$ cat src/rtl/ascii_frame_encoder_pkg.sv
// ascii_frame_encoder_pkg: shared FSM states, ASCII constants and digit-count helper
package ascii_frame_encoder_pkg;
    typedef enum logic [2:0] {IDLE, CONVERT, SEND_PLUS, SEND_FIELD, SEND_TERM, DONE} state_t;
    localparam logic [7:0] PLUS  = 8'h2B;
    localparam logic [7:0] SPACE = 8'h20;
    localparam logic [7:0] MINUS = 8'h2D;
    localparam logic [7:0] SEMI  = 8'h3B;
    localparam logic [7:0] AT    = 8'h40;
    localparam logic [7:0] ZERO  = 8'h30;
    localparam int BCD_DIGITS = 10;
    function automatic logic [4:0] digit_count(input logic [39:0] bcd);
        digit_count = 5'd1;
        for (int i = 1; i < BCD_DIGITS; i++)
            if (bcd[4*i +: 4] != 4'd0) digit_count = 5'(i + 1);
    endfunction
endpackage

$ cat src/rtl/ascii_frame_encoder_bin2bcd_seq.sv
// bin2bcd_seq: 32-bit iterative double-dabble, one shift per cycle, done held until next load
module bin2bcd_seq
    import ascii_frame_encoder_pkg::*;
(
    input  logic        clk,
    input  logic        reset_n,
    input  logic        load,
    input  logic [31:0] bin,
    output logic [39:0] bcd,
    output logic        done
);
    logic [31:0] shift;
    logic [5:0]  cnt;
    logic        run;
    logic [39:0] adj;
    // add 3 to every digit of 5 or more before the next shift
    always_comb begin
        adj = bcd;
        for (int i = 0; i < BCD_DIGITS; i++)
            if (bcd[4*i +: 4] > 4'd4) adj[4*i +: 4] = bcd[4*i +: 4] + 4'd3;
    end
    // 32 shift cycles, then one cycle to raise done
    always_ff @(posedge clk or negedge reset_n) begin
        if (!reset_n) begin
            shift <= '0;
            bcd   <= '0;
            cnt   <= '0;
            run   <= 1'b0;
            done  <= 1'b0;
        end else if (load) begin
            shift <= bin;
            bcd   <= '0;
            cnt   <= '0;
            run   <= 1'b1;
            done  <= 1'b0;
        end else if (run) begin
            if (cnt == 6'd32) begin
                run  <= 1'b0;
                done <= 1'b1;
            end else begin
                {bcd, shift} <= {adj[38:0], shift, 1'b0};
                cnt <= cnt + 6'd1;
            end
        end
    end
endmodule

$ cat src/rtl/ascii_frame_encoder.sv
// ascii_frame_encoder: formats a control-state or SNR value as an ASCII frame for a UART
module ascii_frame_encoder
    import ascii_frame_encoder_pkg::*;
#(
    parameter int SNR_FIELD = 3,
    parameter int SNR_MAX   = 99
) (
    input  logic        clk,
    input  logic        reset_n,
    input  logic        start,
    input  logic        frame_type,
    input  logic [31:0] value,
    input  logic        snr_neg,
    output logic [7:0]  tx_data,
    output logic        tx_valid,
    input  logic        tx_ready,
    output logic        busy,
    output logic        done
);
    state_t      state, next;
    logic        type_q, neg_q, load, conv_done;
    logic [4:0]  pos, flen, ndig;
    logic [31:0] mag, conv_in;
    logic [39:0] bcd, shifted;
    logic [7:0]  field_byte;

    assign load    = state == IDLE && start;
    assign mag     = {25'd0, value[6:0]};
    assign conv_in = frame_type ? value : (mag > 32'(SNR_MAX) ? 32'(SNR_MAX) : mag);

    bin2bcd_seq u_bcd (
        .clk     (clk),
        .reset_n (reset_n),
        .load    (load),
        .bin     (conv_in),
        .bcd     (bcd),
        .done    (conv_done)
    );

    assign ndig    = digit_count(bcd);
    assign flen    = type_q ? ndig + 5'd1 : 5'(SNR_FIELD);
    assign shifted = bcd >> {flen - 5'd1 - pos, 2'b00};
    assign field_byte = pos >= flen - ndig ? ZERO + {4'd0, shifted[3:0]} :
                        (!type_q && neg_q && bcd != '0 && pos == flen - ndig - 5'd1) ? MINUS : SPACE;

    // state register
    always_ff @(posedge clk or negedge reset_n) begin
        if (!reset_n) state <= IDLE;
        else          state <= next;
    end

    // captured frame attributes and field position counter
    always_ff @(posedge clk or negedge reset_n) begin
        if (!reset_n) begin
            type_q <= 1'b0;
            neg_q  <= 1'b0;
            pos    <= '0;
        end else begin
            if (load) begin
                type_q <= frame_type;
                neg_q  <= snr_neg;
            end
            if (state == SEND_PLUS) pos <= '0;
            else if (state == SEND_FIELD && tx_ready) pos <= pos + 5'd1;
        end
    end

    // next-state and byte-stream outputs
    always_comb begin
        next     = state;
        tx_valid = 1'b0;
        tx_data  = 8'h00;
        busy     = state != IDLE;
        done     = state == DONE;
        case (state)
            IDLE:       if (start) next = CONVERT;
            CONVERT:    if (conv_done) next = SEND_PLUS;
            SEND_PLUS: begin
                tx_valid = 1'b1;
                tx_data  = PLUS;
                if (tx_ready) next = SEND_FIELD;
            end
            SEND_FIELD: begin
                tx_valid = 1'b1;
                tx_data  = field_byte;
                if (tx_ready && pos == flen - 5'd1) next = SEND_TERM;
            end
            SEND_TERM: begin
                tx_valid = 1'b1;
                tx_data  = type_q ? AT : SEMI;
                if (tx_ready) next = DONE;
            end
            DONE:       next = IDLE;
            default:    next = IDLE;
        endcase
    end
endmodule

$ cat config.mk
export PLATFORM = sky130hd
export DESIGN_NAME = ascii_frame_encoder
export DESIGN_NICKNAME = d
export VERILOG_FILES = /design/src/rtl/ascii_frame_encoder_pkg.sv /design/src/rtl/ascii_frame_encoder_bin2bcd_seq.sv /design/src/rtl/ascii_frame_encoder.sv
export SDC_FILE = /design/constraint.sdc
export NUM_CORES = 1
export LEC_CHECK = 0
export CAP_MARGIN = 0
export CORE_UTILIZATION = 45
export DETAILED_ROUTE_END_ITERATION = 10
export GPL_TIMING_DRIVEN = 0
export MAX_ROUTING_LAYER = met4
export PLACE_DENSITY = 0.65
export SETUP_SLACK_MARGIN = 0.02
export SYNTH_ARGS = -nofsm -noshare
export SYNTH_HDL_FRONTEND = slang
export SYNTH_SLANG_ARGS = --single-unit
$ cat constraint.sdc
create_clock -name clk -period 9.4 [get_ports clk]
set_input_delay 1.88 -clock clk [delete_from_list [all_inputs] [get_ports clk]]
set_output_delay 1.88 -clock clk [all_outputs]
set_load 0.1 [all_outputs]
==> reports/qor.txt <==
Outcome = finished, final reports clean
Slew headroom = 0.351
Global-route wire length before repair = 27.1 mm
Layout fillers = 1253
HP Start = neg_q
Die Y = 118 um
Post-CTS Repair Setup Buffers = 0
Post-DR wirelength/cell = 16.6 um
Netlist cell types = 63
Hold_buf cts = 0
Core area = 13200 um^2
FF/Latch Area = 2250 um^2
Syn avg cell area = 8.24 um^2
Starting Density = 0.461
Routed via count = 5657
CTS Buffer Depth = 2
Tmin final = 8.57 ns
Syn Std Cell Area = 6080 um^2
# diodes = 0
Most common cell after layout, fill and taps aside = nand2_1
Die X = 118 um
Starting DRT DRC Count = 374
Overall routed net length = 16.2 mm
Synth warnings = 0
Final hold violation count = 0
CP required = 7.52 ns
Clk root buf = clkbuf_16
Max stage delay on crit path = 1.14 ns
RePlAce Congestion = 0.950
Sink Count = 90
# IOs = 49
CTS resizes = 0
CTS tree = built
Most used cell, CP = ha_1
ANT nets after route = 0
Syn Inst Count = 738
Worst slew pin tran = 0.970 ns
Pwr per Cell Area = 430 nW/um^2
Die ar. = 14000 um^2
Synthesized Nets = 807
Final net count = 865
Port Buffers = 46
CTS clk-pin slew, worst paths = 0.07 ns
Vias in the first global route = 5494
Synth top area cells = dfrtp_1 (37%), nand2_1 (8.5%), ha_1 (6.2%)
CTS H-tree depth = 3
Worst skew pair latency = 0.35 ns
Slew Viols, Final = 0
Crit-path max FO = 9
TritonCTS Buffers = 9
Static leakage = 2.99 nW
Layout area overhead = 16.1%
Post-DP HPWL = 11.8 mm
Tightest Hold Check Type = register to register
Drt first pass iters = 5
RSZ-0062 raised after global routing = false
Final core occ = 0.535
Setup TNS = 0 ns
# Max-Cap Violations = 0
EDFF count, synth = 0
CP Capture Type = output pin
Number of remaining DRC errors = 0
Yosys top cell area share = 0.370
Setup CP Type = register to output pin
Register area share after synthesis = 0.370
IR drop worst, VDD = 0.189 mV
Synth Register Bits = 90
Critical-path top delay cell = clkdlybuf4s50_1
Synth async-reset ratio = 1.00
Worst clock skew = 0.00959 ns
RR Startpoint = u_bcd.bcd[16]
Worst endpoint data arrival time = 6.69 ns
Row cnt = 42
Via density = 5.80
Number of antenna violations at the first check in global routing = 0
Crit share post-route = 0.911
Leading area contributor after synthesis = dfrtp_1
Commonest cells after routing, fill and taps aside = nand2_1 (138), dfrtp_1 (90), a21oi_1 (74)
Worst hold slack = 0.495 ns
Crit-path cells = inv_1 -> ha_1 -> nor3b_2 -> o41ai_1 -> o21ai_1 -> a21oi_1 -> ha_1 -> nand2b_1 -> ha_1 -> clkbuf_1 -> a21boi_0 -> o21ba_2 -> o21ai_0 -> and2_1 -> a21o_1 -> ha_1 -> a21o_1 -> o2111ai_1 -> nand2_1 -> o21ai_0 -> nand2_1 -> o21ai_1 -> clkdlybuf4s50_1
Final setup fails = 0
Synth Flop Type = dfrtp_1
Maximum clock rate = 117 MHz
Fin area = 7060 um^2
Placed instance area = 6790 um^2
Crit path from = u_bcd.bcd[16]
Layout cell share with drive strength beyond 1 = 0.0538
Critical Path Start Type = register
Footprint of the multi-input gates = 3480 um^2
GR Overflow Total = 0
Largest net degree at the start of global routing = 50
All-Layer GR Usage = 0.250
-- kinds of logic after synthesis --
logic type      Yosys count  synth area share
compound gates          211             0.209
xor+xnor                 32            0.0461
fa+ha+maj                31            0.0650
buf+inv                  91            0.0574
flops                    90             0.370
mux                      19            0.0479
other cells               1          0.000617
simple gates            263             0.204
-- power by group --
part | switching [mW] | total (mW) | internal, mW
sequential | 0.198 | 0.762 | 0.564
combinational | 1.15 | 1.92 | 0.763
clock | 0.157 | 0.359 | 0.202
total | 1.51 | 3.04 | 1.53
-- final cells by class --
type | count | area share
Clock inverter | 4 | 0.00638
Inverter | 47 | 0.0250
Sequential cell | 90 | 0.319
Multi-Input combinational cell | 557 | 0.493
Clock buffer | 10 | 0.0324
Timing Repair Buffer | 47 | 0.0688
Tap cell | 176 | 0.0312
Buffer | 44 | 0.0245
-- state kept, by name, summed over array words and instances, names as in the netlist --
signal       flops
pos              5
u_bcd.bcd       40
u_bcd.done       1
u_bcd.cnt        6
state            3
u_bcd.shift     32
u_bcd.run        1
neg_q            1
type_q           1
-- cell usage after synthesis (4+ instances only) --
master and count:
nand2b_1 7, dfrtp_1 90, nand3_1 12, nand2_1 138, ha_1 30, mux2i_1 10, o21ai_0 39, nor2_1 45
nor3b_2 5, a21o_1 6, clkbuf_1 38, xor2_1 7, a31oi_1 36, o21ai_1 6, xnor2_1 25, mux4_2 8
nor3b_1 4, inv_1 46, nor3_1 20, a211oi_1 27, a21oi_1 74, nand4_1 5, and2_1 4
-- worst max-delay path, delay by kind of cell (launching register included) --
| kind | cells | cell delay, ns |
|---|---|---|
| DFF | 1 | 0.43 |
| adders and majority gates | 4 | 0.99 |
| AOI/OAI and AO/OA | 11 | 2.63 |
| buffers and inverters | 3 | 1.46 |
| and+or+nand+nor | 5 | 0.83 |
-- final timing paths --
| check | endpoint | slack [ns] | cells after the start |
|---|---|---|---|
| worst max-delay path | tx_data[2] | 0.83 | 23 |
| worst min-delay path | neg_q | 0.49 | 2 |
| worst max register to register | state[0] | 5.13 | 18 |
| worst min register to register | neg_q | 0.49 | 2 |
| max in group asynchronous | u_bcd.bcd[23] | 7.22 | 2 |
| min in group asynchronous | pos[3] | 1.53 | 1 |
-- metrics by stage --
step                      total power, mW  cells  worst slack (ns)
after floorplan                      2.20    738              2.28
after global placement               2.60    960              1.48
after detailed placement             2.66    961              1.36
after CTS                            3.03    975             0.965
after global routing                 3.28    975             0.546
final                                3.04    975             0.833
-- metal layers --
layer	vias to the layer above	track usage	wire, um
li1	2704	-	-
met1	2742	0.322	7440
met2	177	0.392	7570
met3	34	0.0420	809
met4	0	0.100	414
met5	-	-	0
No activity file was read; power rests on OpenSTA's default activity.
==> variant (same settings) <==
Encoding of `state_t`: now Gray code (3 bits for 6 states).
--- a/src/rtl/ascii_frame_encoder_pkg.sv
+++ b/src/rtl/ascii_frame_encoder_pkg.sv
@@ -2,3 +2,3 @@
 package ascii_frame_encoder_pkg;
-    typedef enum logic [2:0] {IDLE, CONVERT, SEND_PLUS, SEND_FIELD, SEND_TERM, DONE} state_t;
+    typedef enum logic [2:0] {IDLE = 3'b000, CONVERT = 3'b001, SEND_PLUS = 3'b011, SEND_FIELD = 3'b010, SEND_TERM = 3'b110, DONE = 3'b111} state_t;
     localparam logic [7:0] PLUS  = 8'h2B;
Formal check against the unedited RTL: no difference found for any inputs over 10 cycles, from zero or initial values and one cycle with reset_n low; not proved beyond that.
==> variant against the unedited design <==
- cell area is 3.6% higher
- worst setup slack better by 270 ps
- sequential cell count stayed put
- die area is 3.8% higher
- largest cell class unchanged
- critical path depth is 4 lower
- core utilization is 0.85 points higher
- routed wire length is 4.4% higher
- area after synthesis is 3.9% higher
Power is not shown: default switching activity piles up to over one toggle a cycle in this logic, so the estimate is an artifact.
==> variant: results (changes against the unedited design) <==
| Metric | Value |
|---|---|
| Outcome | complete, no violations |
| Initial antenna violation count | 0 (unchanged) |
| I/O Buffers | 45 (-2.2%) |
| First-pass GRT wire length | 27.9 mm (+3.0%) |
| Sequential area share after synthesis | 0.356 (-0.0139) |
| Post-detail-place hpwl | 12.6 mm (+6.2%) |
| Layout cell share with drive strength beyond 1 | 0.0626 (+0.00876) |
| # fillers | 1270 (+1.4%) |
| Mean routed wirelength per cell | 17.1 um (+2.7%) |
| Biggest regs | u_bcd.bcd (40), u_bcd.shift (32), u_bcd.cnt (6) |
| Post-synthesis cell count | 754 (+2.2%) |
| Depth of the CTS H-tree | 3 (unchanged) |
| Worst-path fanout max | 6 (-3) |
| Worst endpoint data arrival time | 6420 ps (-270 ps) |
| Root buf cell | clkbuf_16 |
| Clock buffer depth | 2 (unchanged) |
| Worst r2r path cells | 17 (-1) |
| # resized after CTS | 0 (unchanged) |
| Non-Filler Cell Area, Final | 7320 um2 (+3.6%) |
| Number of buffers created by CTS | 9 (unchanged) |
| Most instantiated cells after synthesis | nand2_1, dfrtp_1, a21oi_1, inv_1, nor2_1 |
| Placed Area | 7010 um2 (+3.4%) |
| Via/cell ratio | 5.85 (+0.79%) |
| Fin Clk Skew | 8.62 ps (-0.969 ps) |
| End of the worst hold path | u_bcd.shift[0] |
| Pre-antenna DRT Iters | 5 (unchanged) |
| Dpl ws | 1510 ps (+149 ps) |
| Reg-to-reg startpoint | u_bcd.bcd[12] |
| Detailed-route via count | 5795 (+2.4%) |
| Crit. Startpoint | u_bcd.bcd[12] |
| Final hold slack | 515 ps (+20.5 ps) |
| HP Class | flip-flop to flip-flop |
| Vias in the first global route | 5552 (+1.1%) |
| Top post-synthesis cells by area | dfrtp_1, nand2_1, a21oi_1, ha_1, a31oi_1 |
| Hold wc startpoint | u_bcd.shift[0] |
| Worst-Margin Slew | 964 ps (-6.39 ps) |
| R2R Path End | state[2] |
| Ys async rst share | 1.00 (unchanged) |
| GPL Wtd Cong | 0.940 (-1.1%) |
| Largest net degree at the start of global routing | 49 (-2.0%) |
| GRT Total Usage | 0.253 (+0.00285) |
| R2R setup slack | 5190 ps (+60 ps) |
| Nets | 880 (+1.7%) |
| Dpl cells | 976 (+1.6%) |
| Mapped Nets | 823 (+2.0%) |
| Synth unique cells | 65 (+3.2%) |
-- variant: changes by cell type after synthesis, sizes merged, moves of 3 or more --
| cell | change |
|---|---|
| a211oi | +3 |
| a21oi | +5 |
| a31oi | +3 |
| buf | -4 |
| clkbuf | +4 |
| nand2 | -5 |
| nand4 | +3 |
| nor2 | +3 |
| o21ai | -9 |
| o22a | -3 |
| o22ai | +10 |
| or2 | +3 |
| or3b | +5 |
-- variant: layout make-up --
cell class,count,share of cell area
Tap cell,176,0.0301
Inverter,48,0.0246
Sequential cell,90,0.308
Multi-Input combinational cell,571,0.505
Clock buffer,10,0.0327
Timing Repair Buffer,46,0.0650
Buffer,45,0.0263
Clock inverter,5,0.00855
-- variant: cell families after synthesis --
| family | Yosys count | synth area share |
|---|---|---|
| adder cells (fa/ha/maj) | 31 | 0.0626 |
| AND/OR/NAND/NOR | 266 | 0.204 |
| other | 1 | 0.000593 |
| multiplexers | 16 | 0.0418 |
| buffers and inverters | 93 | 0.0590 |
| AO/OA/AOI/OAI | 225 | 0.229 |
| XOR/XNOR | 32 | 0.0465 |
| flip-flops | 90 | 0.356 |
-- variant: worst max path at each step --
stage | depth (start not counted) | slack, ps | end
finish | 19 | 1100 | tx_data[0]
global placement | 19 | 1560 | tx_data[3]
global route | 19 | 760 | tx_data[3]
CTS | 19 | 1130 | tx_data[0]
floorplan | 18 | 1800 | tx_data[0]
detailed placement | 19 | 1510 | tx_data[2]
-- variant: metal layers --
metal / part of all wire / vias to the layer above / track usage
met3: 0.043 / 33 / 0.0330
met1: 0.46 / 2794 / 0.321
li1: - / 2782 / -
met5: 0 / - / -
met2: 0.48 / 186 / 0.411
met4: 0.024 / 0 / 0.0988
